**src/rtl/btn_debounce_multi_if.sv**
```systemverilog
// ----------------------------------------------------------------------------
// btn_debounce_multi_if
//   Bundle of the per-channel button signals exchanged between the raw board
//   side (master: drives btn, consumes the conditioned outputs) and the
//   btn_debounce_multi conditioner (slave).
//
//   btn        raw asynchronous button inputs, one bit per channel
//   level_o    debounced level, 1 = pressed
//   press_o    one-cycle pulse on debounced released->pressed
//   release_o  one-cycle pulse on debounced pressed->released
//   long_o     one-cycle pulse when a hold reaches the long-press length
//   held_o     long-press reached and button still pressed
// ----------------------------------------------------------------------------
interface btn_debounce_multi_if #(
    parameter int N_CH = 4
);
    logic [N_CH-1:0] btn;
    logic [N_CH-1:0] level_o;
    logic [N_CH-1:0] press_o;
    logic [N_CH-1:0] release_o;
    logic [N_CH-1:0] long_o;
    logic [N_CH-1:0] held_o;

    modport master (
        output btn,
        input  level_o,
        input  press_o,
        input  release_o,
        input  long_o,
        input  held_o
    );

    modport slave (
        input  btn,
        output level_o,
        output press_o,
        output release_o,
        output long_o,
        output held_o
    );
endinterface : btn_debounce_multi_if

```
**src/rtl/btn_debounce_multi.sv**
```systemverilog
// ----------------------------------------------------------------------------
// btn_debounce_multi
//   N-channel push-button conditioner. Each channel passes its raw input
//   through a 2-flop synchroniser, normalises polarity so that 1 = pressed,
//   and integrates it: a level change is only accepted after CNT_MAX
//   consecutive cycles of disagreement with the current debounced level.
//   Accepted changes produce press/release pulses; an optional long-press
//   counter produces a single long_o pulse and a held_o level per press.
//
//   Ports:
//     clk    system clock, all flops rising-edge
//     rst_n  asynchronous active-low reset
//     bus    slave side of btn_debounce_multi_if (btn in, conditioned
//            level_o/press_o/release_o/long_o/held_o out, all registered)
//
//   Parameters:
//     N_CH       number of channels (must match the interface)
//     CNT_MAX    stable cycles required to accept a level change (>=2)
//     LONG_MAX   cycles of debounced hold before long_o; 0 disables it
//     ACTIVE_LOW 1: raw low means pressed; 0: raw high means pressed
// ----------------------------------------------------------------------------
module btn_debounce_multi #(
    parameter int N_CH       = 4,
    parameter int CNT_MAX    = 50000,
    parameter int LONG_MAX   = 0,
    parameter int ACTIVE_LOW = 1
) (
    input  logic                  clk,
    input  logic                  rst_n,
    btn_debounce_multi_if.slave   bus
);

    localparam int CW = $clog2(CNT_MAX + 1);
    localparam int LW = (LONG_MAX > 0) ? $clog2(LONG_MAX + 1) : 1;

    // Raw level that corresponds to "released" so the synchroniser resets
    // into a state that does not look like a press.
    localparam logic [N_CH-1:0] IDLE_RAW = (ACTIVE_LOW != 0) ? {N_CH{1'b1}} : {N_CH{1'b0}};
    localparam logic [CW-1:0]   CNT_LAST = CW'(CNT_MAX - 1);

    logic [N_CH-1:0] s1_r;
    logic [N_CH-1:0] s2_r;
    logic [N_CH-1:0] p_s;

    logic [N_CH-1:0] level_s;
    logic [N_CH-1:0] press_s;
    logic [N_CH-1:0] release_s;
    logic [N_CH-1:0] long_s;
    logic [N_CH-1:0] held_s;

    // Two-flop synchroniser for the asynchronous raw inputs.
    always_ff @(posedge clk or negedge rst_n) begin
        if (!rst_n) begin
            s1_r <= IDLE_RAW;
            s2_r <= IDLE_RAW;
        end else begin
            s1_r <= bus.btn;
            s2_r <= s1_r;
        end
    end

    // Polarity normalisation: p_s is 1 whenever the button is pressed.
    always_comb begin
        p_s = {N_CH{1'b0}};
        if (ACTIVE_LOW != 0) begin
            p_s = ~s2_r;
        end else begin
            p_s = s2_r;
        end
    end

    for (genvar c = 0; c < N_CH; c++) begin : g_ch
        logic [CW-1:0] cnt_r;
        logic          level_r;
        logic          press_r;
        logic          release_r;
        logic          accept_s;
        logic          level_nxt_s;

        // A change is accepted on the edge where the disagreement has lasted
        // CNT_MAX cycles; level_nxt_s is the debounced level after this edge.
        always_comb begin
            accept_s    = 1'b0;
            level_nxt_s = level_r;
            if ((p_s[c] != level_r) && (cnt_r == CNT_LAST)) begin
                accept_s    = 1'b1;
                level_nxt_s = p_s[c];
            end else begin
                accept_s    = 1'b0;
                level_nxt_s = level_r;
            end
        end

        // Integrating debouncer: any agreement with the current level restarts
        // the count, so bounces never accumulate toward an acceptance.
        always_ff @(posedge clk or negedge rst_n) begin
            if (!rst_n) begin
                cnt_r     <= {CW{1'b0}};
                level_r   <= 1'b0;
                press_r   <= 1'b0;
                release_r <= 1'b0;
            end else begin
                press_r   <= accept_s & p_s[c];
                release_r <= accept_s & ~p_s[c];
                level_r   <= level_nxt_s;
                if (p_s[c] == level_r) begin
                    cnt_r <= {CW{1'b0}};
                end else if (accept_s) begin
                    cnt_r <= {CW{1'b0}};
                end else begin
                    cnt_r <= cnt_r + CW'(1);
                end
            end
        end

        assign level_s[c]   = level_r;
        assign press_s[c]   = press_r;
        assign release_s[c] = release_r;

        if (LONG_MAX > 0) begin : g_long
            localparam logic [LW-1:0] LONG_LAST = LW'(LONG_MAX - 1);
            localparam logic [LW-1:0] LONG_TOP  = LW'(LONG_MAX);

            logic [LW-1:0] hcnt_r;
            logic          long_r;
            logic          held_r;
            logic          fire_s;

            // The long-press fires on the edge the hold count reaches its top.
            always_comb begin
                fire_s = 1'b0;
                if (level_r && (hcnt_r == LONG_LAST)) begin
                    fire_s = 1'b1;
                end else begin
                    fire_s = 1'b0;
                end
            end

            // Hold counter saturates at its top so a press yields one long_o;
            // held_o follows the next debounced level so it drops with release_o.
            always_ff @(posedge clk or negedge rst_n) begin
                if (!rst_n) begin
                    hcnt_r <= {LW{1'b0}};
                    long_r <= 1'b0;
                    held_r <= 1'b0;
                end else begin
                    long_r <= fire_s;
                    held_r <= level_nxt_s & (held_r | fire_s);
                    if (!level_r) begin
                        hcnt_r <= {LW{1'b0}};
                    end else if (hcnt_r != LONG_TOP) begin
                        hcnt_r <= hcnt_r + LW'(1);
                    end else begin
                        hcnt_r <= hcnt_r;
                    end
                end
            end

            assign long_s[c] = long_r;
            assign held_s[c] = held_r;
        end else begin : g_nolong
            assign long_s[c] = 1'b0;
            assign held_s[c] = 1'b0;
        end
    end

    assign bus.level_o   = level_s;
    assign bus.press_o   = press_s;
    assign bus.release_o = release_s;
    assign bus.long_o    = long_s;
    assign bus.held_o    = held_s;

endmodule : btn_debounce_multi
```
**src/flat_wrapper.sv**
```systemverilog
// flat-port wrapper written by rule: the top's interface ports become plain ports
module btn_debounce_multi_flat 
#(
    parameter int N_CH       = 4,
    parameter int CNT_MAX    = 50000,
    parameter int LONG_MAX   = 0,
    parameter int ACTIVE_LOW = 1
)
  (clk, rst_n, bus_btn, bus_level_o, bus_press_o, bus_release_o, bus_long_o, bus_held_o);
  btn_debounce_multi_if #(.N_CH(N_CH)) bus_i ();
  input  logic clk;
  input  logic rst_n;
  input wire logic [$bits(bus_i.btn)-1:0] bus_btn;
  output wire logic [$bits(bus_i.level_o)-1:0] bus_level_o;
  output wire logic [$bits(bus_i.press_o)-1:0] bus_press_o;
  output wire logic [$bits(bus_i.release_o)-1:0] bus_release_o;
  output wire logic [$bits(bus_i.long_o)-1:0] bus_long_o;
  output wire logic [$bits(bus_i.held_o)-1:0] bus_held_o;
  assign bus_i.btn = bus_btn;
  assign bus_level_o = bus_i.level_o;
  assign bus_press_o = bus_i.press_o;
  assign bus_release_o = bus_i.release_o;
  assign bus_long_o = bus_i.long_o;
  assign bus_held_o = bus_i.held_o;
  btn_debounce_multi #(.N_CH(N_CH), .CNT_MAX(CNT_MAX), .LONG_MAX(LONG_MAX), .ACTIVE_LOW(ACTIVE_LOW)) u_core (.clk(clk), .rst_n(rst_n), .bus(bus_i));
endmodule
```
**config.mk**
```make
export PLATFORM = sky130hd
export DESIGN_NAME = btn_debounce_multi_flat
export DESIGN_NICKNAME = d
export VERILOG_FILES = /design/src/rtl/btn_debounce_multi_if.sv /design/src/rtl/btn_debounce_multi.sv /design/src/flat_wrapper.sv
export SDC_FILE = /design/constraint.sdc
export NUM_CORES = 1
export LEC_CHECK = 0
export CORE_AREA = 2 2 88 90
export DETAILED_ROUTE_END_ITERATION = 6
export DIE_AREA = 0 0 90 92
export PLACE_DENSITY = 0.79
export SYNTH_ARGS = -nofsm -noshare
export SYNTH_HDL_FRONTEND = slang
export SYNTH_SLANG_ARGS = --single-unit
```
**constraint.sdc**
```tcl
create_clock -name clk -period 2.45 [get_ports clk]
set_clock_uncertainty 0.1 [all_clocks]
set_input_delay 0.735 -clock clk [delete_from_list [all_inputs] [get_ports clk]]
set_output_delay 0.735 -clock clk [all_outputs]
set_load 0.02 [all_outputs]
```
# Yosys cells after proc, flatten, opt, wreduce, memory -nomap -nowiden

Cells that the tools add are included.
Widths: inputs -> output; s select.

Reductions and logical operators: 4
Eq/ne operators: 12
Bitwise gates (word level): 13
Add/sub/neg operators: 4
Multiplexer cells: 12

Operator list:

| kind                  | number |
|---|---|
| $mux 16               | 8 |
| $add 16x1->16 const B | 4 |
| $eq 16x16->1 const B  | 4 |
| $and 1x1->1           | 8 |
| $eq 1x1->1            | 4 |
| $logic_and 1x1->1     | 4 |
| $mux 1                | 4 |
| $ne 1x1->1            | 4 |
| $not 1->1             | 4 |
| $not 4->4             | 1 |

Register bits after elaboration: 84
Word-level logic and storage cells: 63
Output and inout port bits: 20
Bits of input ports: 6

# Longest topological paths before layout

Gate-level depths: netlist of run 1.

Depth after elaboration: 6
Depth in mapped cells: 7
Depth with buffers taken out: 5

# Worst setup path after synthesis of run 1

No wires, ideal clock.

Path type: reg-to-reg
Start point: register u_core.g_ch[2].cnt_r[0]
End point: register u_core.g_ch[2].cnt_r[10]
Stages on the path, launching flop included: 8
Buffers on the path: 2
Setup time: 0.119 ns
Period minus slack after synthesis: 1.830 ns
Arrival time: 1.611 ns
Setup slack: 0.620 ns
Required time: 2.231 ns
Cell sequence: dfrtp_1 ha_1 nand4_1 or4_1 buf_2 nand2_4 buf_6 nor2_1

Word-level cells in the longest chain between the ends: 5
Elaborated cells on any way between the ends: 6
Those cells by class: 1 x add/sub; 1 x eq/ne; 3 x mux; 1 x reduce/logical

Ends and longest elaborated chain:

| item                                                                  | line                      | RTL |
|---|---|---|
| start, declared                                                       | btn_debounce_multi.sv:73  | `logic [CW-1:0] cnt_r;` |
| start signal, assigned                                                | btn_debounce_multi.sv:98  | `cnt_r <= {CW{1'b0}};` |
| start signal, assigned                                                | btn_debounce_multi.sv:107 | `cnt_r <= {CW{1'b0}};` |
| start signal, assigned                                                | btn_debounce_multi.sv:109 | `cnt_r <= {CW{1'b0}};` |
| parallel branches: the longest is 3 deep, another holds $add 16x1->16 | -                         |  |
| $mux 16 *                                                             | btn_debounce_multi.sv:108 | `end else if (accept_s) begin` |
| $mux 16 *                                                             | btn_debounce_multi.sv:106 | `if (p_s[c] == level_r) begin` |

Every way passes the cells marked *.
A chain may end at the register's enable or synchronous reset.

# Final worst setup path of run 1

Start point: register u_core.g_ch[1].level_r
End point: output bus_level_o[1]

RTL lines:

| item                   | line                      | RTL |
|---|---|---|
| start, declared        | btn_debounce_multi.sv:74  | `logic level_r;` |
| start signal, assigned | btn_debounce_multi.sv:105 | `level_r <= level_nxt_s;` |
| end, declared          | flat_wrapper.sv:14        | `output wire logic [$bits(bus_i.level_o)-1:0] bus_level_o;` |

No word-level cell between the ends.

==> results of run 1 <==
-- per-layer routing --
layer | routed length (µm) | vias to the layer above | GRT usage, %
li1 | - | 1305 | -
met1 | 3110 | 1285 | 23.1
met2 | 3210 | 33 | 28.7
met3 | 154 | 13 | 3.04
met4 | 150 | 0 | 10.0
met5 | 0 | - | 0
-- power by group through the flow --
stage	clock network, W	registers [W]	logic (W)
floorplan	0	0.00146	0.0000604
detailed placement	0	0.00146	0.0000967
global placement	0	0.00146	0.0000945
global route	0.00116	0.00144	0.000110
CTS	0.00111	0.00144	0.0000972
finish	0.00108	0.00144	0.0000935
-- synth_stat cells --
cell type	instances	area, µm²
or4_1	1	7.51
or4b_1	1	10.0
nand3_1	23	115
nor4bb_1	6	60.1
nor3_1	15	75.1
o21ai_0	3	15.0
buf_2	4	20.0
dfstp_2	8	210
conb_1	1	3.75
xor2_1	7	61.3
buf_4	20	150
and3_1	6	37.5
nand2_4	1	11.3
xnor2_1	53	464
nor4b_1	3	26.3
nand4_1	16	100
clkbuf_1	1	3.75
dfrtp_1	76	1900
inv_1	10	37.5
nand4bb_1	2	22.5
nor2_1	77	289
nor4_1	19	119
buf_6	1	11.3
ha_1	4	50.1
or3_1	2	12.5
a21o_1	1	7.51
nand4b_1	1	8.76
nand2_1	21	78.8
-- area by class of cell --
cell class                 count  area (µm²)
fill                         633        3160
clock buffer                  12         145
timing repair buffer          19         195
inverter                      10        37.5
multi-input combinational    270        1600
tap                          102         128
sequential                    84        2110
clock inverter                 4        72.6
-- registers in the layout, summed over array words and instances (netlist names) --
signal	count
u_core.g_ch.cnt_r	64
u_core.g_ch.level_r	4
u_core.g_ch.press_r	4
u_core.g_ch.release_r	4
u_core.s1_r	4
u_core.s2_r	4
-- final timing paths --
path,cells after the start,endpoint,slack [ns]
setup / recovery,1,bus_level_o[1],0.19
hold / removal,1,u_core.g_ch[1].press_r,0.23
setup reg to reg,5,u_core.g_ch[2].cnt_r[6],0.41
hold reg to reg,0,u_core.s2_r[1],0.26
max in group asynchronous,2,u_core.s2_r[2],1.41
min in group clk,0,u_core.s2_r[1],0.26
-- stage by stage --
stage | util (%) | total power [W] | std cells | setup WS (ns)
final | 57.6 | 0.00261 | 501 | 0.188
after global routing | 57.6 | 0.00271 | 501 | 0.137
after CTS | 57.6 | 0.00264 | 501 | 0.167
after detailed placement | 54.7 | 0.00156 | 485 | 0.436
after global placement | 54.7 | 0.00156 | 485 | 0.493
after floorplan | - | 0.00152 | 390 | 0.620
-- kinds of logic after synthesis --
logic type / share of synthesized area [%]
other: 0.0959
AOI/OAI and AO/OA: 0.576
adders and majority gates: 1.28
buffers and inverters: 5.70
DFF: 54.0
xor gates and xnor gates: 13.4
and+or+nand+nor: 24.9
==> results by group, run 1 <==
Outcome
  – Status: finished, final reports clean

STA
  – Max Clk Rate: ~440 MHz
  – Fin. Hold Viols: 0
  – Ratio of final minimum period to clock period: ~90%
  – WHS: about 0.23 ns
  – RSZ-0062 raised after global routing: false
  – Min cycle time layout: roughly 2.3 ns
  – Final TNS setup: 0 ns
  – Final Max Slew Viols: 0
  – # setup viols final: 0

Yosys
  – Mean Syn Cell Area: between 10 and 15 µm²
  – Cells after Synth: between 300 and 400
  – Syn. warnings: 0
  – Synth Cell Area: ~4000 µm²
  – Yosys cell types: 28
  – Register area share after synthesis: a little over half
  – Count of state elements after synthesis: 84

Hold path
  – Hold WC Path Type: in -> async

Critical path
  – Crit-path leading delay family: buffers and inverters
  – Reg-to-reg startpoint: u_core.g_ch[2].cnt_r[0]
  – Critical Path Source: u_core.g_ch[1].level_r
  – WP data arrival: roughly 1.4 ns
  – Critical path startpoint category: register
  – Critical path's slowest cell: clkdlybuf4s50_1
  – Buf+Inv Stages, Crit Path: 1
  – Slowest cell delay on critical path: about 0.64 ns
  – Classification of the worst setup path: reg -> out
  – Critical path required time: roughly 1.6 ns
  – CP endpoint kind: output port
  – Peak fanout along the critical path: 5
  – Worst-path cell chain: clkdlybuf4s50_1

CTS
  – H-tree Lvls: 3
  – Hold_buf cts: 0
  – CTS root buffer: clkbuf_8
  – CTS sink count: between 80 and 90
  – Clock buffer depth: 2
  – # resized after CTS: 0
  – Cts bufs inserted: 9
  – Setup bufs post-CTS: 0
  – Clock transition at path regs: 0.08 ns
  – CTS tree: done
  – Clk_lat worst skew: around 0.36 ns

Routing
  – DRC viols: 0
  – Vias per std cell: around 5.3
  – Initial drt markers: about 110
  – DR WL/cell: roughly 13 µm
  – Via count: around 2,600
  – Routed wire length: roughly 6.6 mm
  – Post-route ant nets: 0
  – Pre-Repair DR Iteration Count: 4

Global route
  – Initial antenna violation count: 0
  – Total Routing Usage GR: 17.8%
  – Vias in the first global route: approximately 2,600
  – Congestion Overflow GR: 0
  – Pin count of the biggest net entering global routing: 38
  – First-pass GRT wire length: approximately 12 mm

Floorplanning
  – Num ports: 26
  – Core area: around 7400 µm²
  – Die ar.: approximately 8300 µm²
  – Initial cell density of the core: between 50% and 60%
  – Die Y: 92 µm
  – Die Wd: 90 µm
  – FP Rows: 32

Power and ir drop
  – Sw frac: 21.6%
  – Clock power share: between 40% and 50%
  – Logic gate share of total power: under 10%
  – Maximum vdd drop: 0.313 mV
  – Sw Pwr: roughly 0.00056 W
  – Internal Pwr Total: a little over 0.002 W
  – P per Cell Area: 607 nW/µm²
  – Register share of total power: 55.1%
  – Leakage: ~1.7 nW

Placement
  – Buffers on Ports: 17
  – Placed Area: a little over 4000 µm²
  – Dpl hpwl: approximately 4.3 mm
  – Final GP Congestion: 0.840

Final layout
  – Nets: roughly 400
  – Ant. Diodes: 0
  – Fraction of layout cells with a size suffix above 1: under 10%
  – Layout overhead on the synthesized area: 9.76%
  – Design area: roughly 4300 µm²
  – Commonest non-fill, non-tap cell in the layout: nor2_1
  – Most frequent cells in the layout: nor2_1 (77), dfrtp_1 (76), xnor2_1 (53), nand3_1 (23), nand2_1 (21)

Job
  – MaxCap Viol Count: 0
Power figures use the tool's default switching activity.
==> run 2: changes to the inputs <==
Settings changed: CORE_AREA 2 2 88 90 to 2 2 97 99, DIE_AREA 0 0 90 92 to 0 0 99 101, PLACE_DENSITY 0.79 to 0.68, REMOVE_ABC_BUFFERS set to 1.
==> run 2 against run 1 <==
Net effect: register-to-register slack improved by 0.07 ns; wire length hardly changed; non-clock buffer count up 1; cell area up 0.26%; final cell count rose by 2.0%; sequential share of layout area fell by 0.13 points; largest cell class unchanged; highest routed layer unchanged.
==> results by group, run 2 (same netlist as run 1, synthesis figures left out) <==
STA
  – RSZ-0062 raised after global routing: false
  – Max Clk Rate: between 400 and 500 MHz
  – Final Max Slew Viols: 0
  – Fin. Hold Viols: 0
  – Slew at the pin closest to its max-slew limit: between 0.4 and 0.5 ns
  – Min cycle time layout: around 2.3 ns
  – Ratio of final minimum period to clock period: between 90% and 100%
  – # setup viols final: 0
  – Slew margin rel.: 66.6%
  – Final TNS setup: 0 ns

Final layout
  – Fraction of layout cells with a size suffix above 1: under 10%
  – Nets: 405
  – Largest Register: u_core.g_ch.cnt_r
  – Layout overhead on the synthesized area: 10.0%
  – Fillers: 808
  – Most frequent cells in the layout: nor2_1 (77), dfrtp_1 (76), xnor2_1 (53), nand3_1 (23), nand2_1 (21)
  – Largest register FFs: 64
  – Ant. Diodes: 0
  – Commonest non-fill, non-tap cell in the layout: nor2_1

Global route
  – Congestion Overflow GR: 0
  – Total Routing Usage GR: between 10 and 15%
  – First-pass GRT wire length: around 12 mm
  – Pin count of the biggest net entering global routing: between 40 and 50
  – Initial antenna violation count: 0
  – Vias in the first global route: 2,468

CTS
  – CTS root buffer: clkbuf_8
  – CTS tree: done
  – Clk_lat worst skew: ~0.35 ns
  – Hold_buf cts: 0
  – Clock buffer depth: 2
  – CTS sink count: 84
  – # resized after CTS: 0
  – Setup bufs post-CTS: 0
  – Clock transition at path regs: about 0.09 ns
  – Cts bufs inserted: 9
  – H-tree Lvls: 3

Critical path
  – Critical path startpoint category: register
  – R2R Setup Slk: between 0.4 and 0.5 ns
  – WP data arrival: approximately 1.4 ns
  – Slowest cell delay on critical path: 0.64 ns
  – Critical path's slowest cell: clkdlybuf4s50_1
  – Crit-path leading delay family: buffers and inverters
  – Buf+Inv Stages, Crit Path: 1
  – Critical path required time: approximately 1.6 ns
  – Crit. path cell count: 1
  – Worst-path cell chain: clkdlybuf4s50_1
  – Reg2Reg Depth: 5
  – Classification of the worst setup path: reg -> out
  – CP endpoint kind: output port
  – Peak fanout along the critical path: 5

Routing
  – DRC viols: 0
  – Routed wire length: between 6 and 7 mm
  – Pre-Repair DR Iteration Count: 4
  – Initial drt markers: around 120
  – Post-route ant nets: 0
  – Vias per std cell: 5.12
  – Via count: 2,614
  – DR WL/cell: ~13 µm

Floorplanning
  – Core area: 8980 µm²
  – Initial cell density of the core: approximately 44%
  – Die ar.: around 10000 µm²
  – Die Wd: 99 µm
  – Num ports: 26
  – Die Y: about 100 µm
  – FP Rows: 35

Power and ir drop
  – Leakage: approximately 1.7 nW
  – Maximum vdd drop: 0.340 mV
  – P per Cell Area: around 600 nW/µm²
  – Total power: between 0.002 and 0.003 W

Hold path
  – Hold WC Path Type: in -> async

Job
  – MaxCap Viol Count: 0

Placement
  – Dpl hpwl: approximately 4.5 mm
  – Final GP Congestion: 0.794
  – Buffers on Ports: 17

Outcome
  – Status: finished, final reports clean
## run 2: cell types whose count changed in the layout (fill, tap and decap cells not counted), sizes merged
cell      change
buf           +1
clkbuf        -1
clkinv        +2
clkinvlp      -1
## run 2: routing by layer
metal	up-vias	global-route usage, %	wire length, µm
met4	0	7.38	140
met5	-	0	0
li1	1296	-	-
met1	1263	19.7	3240
met2	45	22.4	3020
met3	10	2.57	221
## run 2: area by class of cell
| type | instances | area (µm²) | area share (%) |
|---|---|---|---|
| sequential | 84 | 2110 | 49.1 |
| clock inverter | 5 | 78.8 | 1.83 |
| timing repair buffer | 20 | 203 | 4.71 |
| inverter | 10 | 37.5 | 0.872 |
| multi-input combinational | 270 | 1600 | 37.2 |
| clock buffer | 11 | 131 | 3.05 |
| tap | 111 | 139 | 3.23 |
## run 2: where the power goes
group | switching [W] | internal [W] | leakage [nW] | total [W]
sequential | 0.0000218 | 0.00141 | 1.14 | 0.00144
clock | 0.000481 | 0.000573 | 0.107 | 0.00105
combinational | 0.0000658 | 0.0000292 | 0.444 | 0.0000949
## run 2: final timing paths
kind	start	to
max in group asynchronous	rst_n	u_core.s1_r[3]
setup / recovery	u_core.g_ch[2].level_r	bus_level_o[2]
setup reg to reg	u_core.g_ch[2].cnt_r[0]	u_core.g_ch[2].cnt_r[6]
hold reg to reg	u_core.s1_r[2]	u_core.s2_r[2]
hold / removal	rst_n	u_core.g_ch[2].cnt_r[13]
min in group clk	u_core.s1_r[2]	u_core.s2_r[2]
## run 2: through the flow
step                      worst slack (ns)  utilization (%)  hold slack (ns)  cell area (µm²)  cells
final                                0.184             47.9            0.191             4300    511
after global routing                 0.103             47.9            0.198             4300    511
after CTS                            0.162             47.9            0.191             4300    511
after detailed placement             0.474             45.6            0.248             4090    495
after global placement               0.547             45.6            0.246             4090    495
after floorplan                      0.662                -            0.245             3750    364
==> run 3: changes to the inputs <==
Settings changed: CAP_MARGIN set to 10, GPL_TIMING_DRIVEN set to 0.
==> run 3 against run 2 <==
Net effect: combinational power shrank 2%; largest power group unchanged; critical endpoint unchanged; clock power decreased by 7%; core utilization decreased by 0.28 points; highest routed layer unchanged; count of clock-buffer cells in the layout unchanged.
==> results by group, run 3 (same netlist as run 1, synthesis figures left out) <==
Outcome
  – Status: finished, final reports clean

Routing
  – DR WL/cell: around 13 µm
  – Pre-Repair DR Iteration Count: 4
  – Vias per std cell: around 5
  – Via count: roughly 2,600
  – Post-route ant nets: 0
  – Initial drt markers: 69
  – DRC viols: 0
  – Routed wire length: approximately 6.5 mm

Critical path
  – Worst-path cell chain: clkdlybuf4s50_1
  – Classification of the worst setup path: reg -> out
  – Crit-path leading delay family: buffers and inverters
  – CP endpoint kind: output port
  – Buf+Inv Stages, Crit Path: 1
  – Critical path's slowest cell: clkdlybuf4s50_1
  – Peak fanout along the critical path: 5
  – Critical path startpoint category: register
  – WP data arrival: 1.44 ns
  – Slowest cell delay on critical path: around 0.64 ns
  – Critical path required time: 1.62 ns

CTS
  – Clock transition at path regs: around 0.080 ns
  – CTS tree: done
  – Clock buffer depth: 2
  – # resized after CTS: 0
  – Hold_buf cts: 0
  – CTS sink count: between 80 and 90
  – Clk_lat worst skew: about 0.36 ns
  – Setup bufs post-CTS: 0
  – H-tree Lvls: 3
  – Cts bufs inserted: 9
  – CTS root buffer: clkbuf_8

Floorplanning
  – Num ports: 26
  – Core area: 8980 µm²
  – Initial cell density of the core: between 40% and 50%
  – Die Wd: roughly 99 µm
  – Die Y: 101 µm
  – Die ar.: 10000 µm²
  – FP Rows: 35

STA
  – Slew at the pin closest to its max-slew limit: 0.498 ns
  – # setup viols final: 0
  – RSZ-0062 raised after global routing: false
  – Post-route worst setup slack: between 0.15 and 0.2 ns
  – Ratio of final minimum period to clock period: between 90% and 100%
  – Slew margin rel.: between 60% and 70%
  – Min cycle time layout: around 2.3 ns
  – Max Clk Rate: between 400 and 500 MHz
  – Fin. Hold Viols: 0
  – Final Max Slew Viols: 0

Job
  – MaxCap Viol Count: 0

Final layout
  – Nets: between 400 and 500
  – Util after Layout: 47.7%
  – Largest register FFs: 64
  – Fillers: ~840
  – Largest Register: u_core.g_ch.cnt_r
  – Layout overhead on the synthesized area: 9.41%
  – Design area: 4280 µm²
  – Fraction of layout cells with a size suffix above 1: 6.28%
  – Ant. Diodes: 0
  – Final std cells w/o fill: between 500 and 600
  – Most frequent cells in the layout: nor2_1 (77), dfrtp_1 (76), xnor2_1 (53), nand3_1 (23), nand2_1 (21)
  – Commonest non-fill, non-tap cell in the layout: nor2_1

Power and ir drop
  – Internal Pwr Total: between 0.0015 and 0.002 W
  – Clock power share: 39.1%
  – Logic gate share of total power: about 3.7%
  – Sw Pwr: 0.000590 W
  – P per Cell Area: between 500 and 600 nW/µm²
  – Sw frac: between 20% and 30%
  – Leakage: roughly 1.7 nW
  – Maximum vdd drop: ~0.27 mV
  – Register share of total power: a little under three fifths

Placement
  – Setup WS pre-CTS: about 0.37 ns
  – Final GP Congestion: 0.829
  – Placed Area: 4090 µm²
  – Buffers on Ports: 17
  – Dpl hpwl: approximately 4.3 mm
  – DP Cell Count: roughly 500

Global route
  – First-pass GRT wire length: ~12 mm
  – Pin count of the biggest net entering global routing: between 40 and 50
  – Congestion Overflow GR: 0
  – Initial antenna violation count: 0
  – Total Routing Usage GR: around 14%
  – Vias in the first global route: about 2,600

Hold path
  – Hold WC Path Type: in -> async
==> run 3: cell count changes in the layout (fill, tap and decap cells not counted), sizes merged <==
cell and delta:
clkinv -3, clkinvlp +3, buf -2, bufinv -1, inv +1
==> run 3: power groups by stage <==
stage	Sequential [W]	Clock (W)	Combinational, W
2_1_floorplan	0.00146	0	0.0000467
3_3_place_gp	0.00146	0	0.0000901
3_5_place_dp	0.00146	0	0.0000971
4_1_cts	0.00143	0.00101	0.0000974
5_1_grt	0.00144	0.00106	0.000110
6_report	0.00143	0.000980	0.0000934
==> run 3: worst paths after layout <==
check                                   startpoint                  endpoint  slack [ns]  depth (start not counted)
max in group asynchronous                    rst_n            u_core.s2_r[0]        1.37                          2
min in group clk                    u_core.s1_r[0]            u_core.s2_r[0]        0.26                          0
hold / removal                               rst_n  u_core.g_ch[1].release_r        0.24                          1
setup reg to reg           u_core.g_ch[0].cnt_r[0]  u_core.g_ch[0].cnt_r[11]        0.40                          5
hold reg to reg                     u_core.s1_r[0]            u_core.s2_r[0]        0.26                          0
setup / recovery            u_core.g_ch[2].level_r            bus_level_o[2]        0.18                          1
==> run 3: per-layer routing <==
metal | vias up | wire length [µm] | track usage, %
met2 | 44 | 2880 | 22.5
met1 | 1229 | 3280 | 19.5
met3 | 10 | 204 | 2.91
li1 | 1287 | - | -
met4 | 0 | 141 | 6.64
met5 | - | 0 | 0
==> run 3: stage by stage <==
| stage | power (W) | TNS, ns | hold WS (ns) |
|---|---|---|---|
| after CTS | 0.00254 | 0 | 0.256 |
| after detailed placement | 0.00156 | 0 | 0.247 |
| after global placement | 0.00155 | -191.12 | 0.246 |
| final | 0.00251 | 0 | 0.242 |
| after global routing | 0.00261 | 0 | 0.264 |
| after floorplan | 0.00150 | 0 | 0.245 |
==> run 3: area by class of cell <==
cell class	count	area, µm²	share of cell area (%)
Clock buffer	11	131	3.07
Clock inverter	5	61.3	1.43
Inverter	10	37.5	0.877
Timing Repair Buffer	18	195	4.56
Sequential cell	84	2110	49.4
Multi-Input combinational cell	270	1600	37.4
Tap cell	111	139	3.25
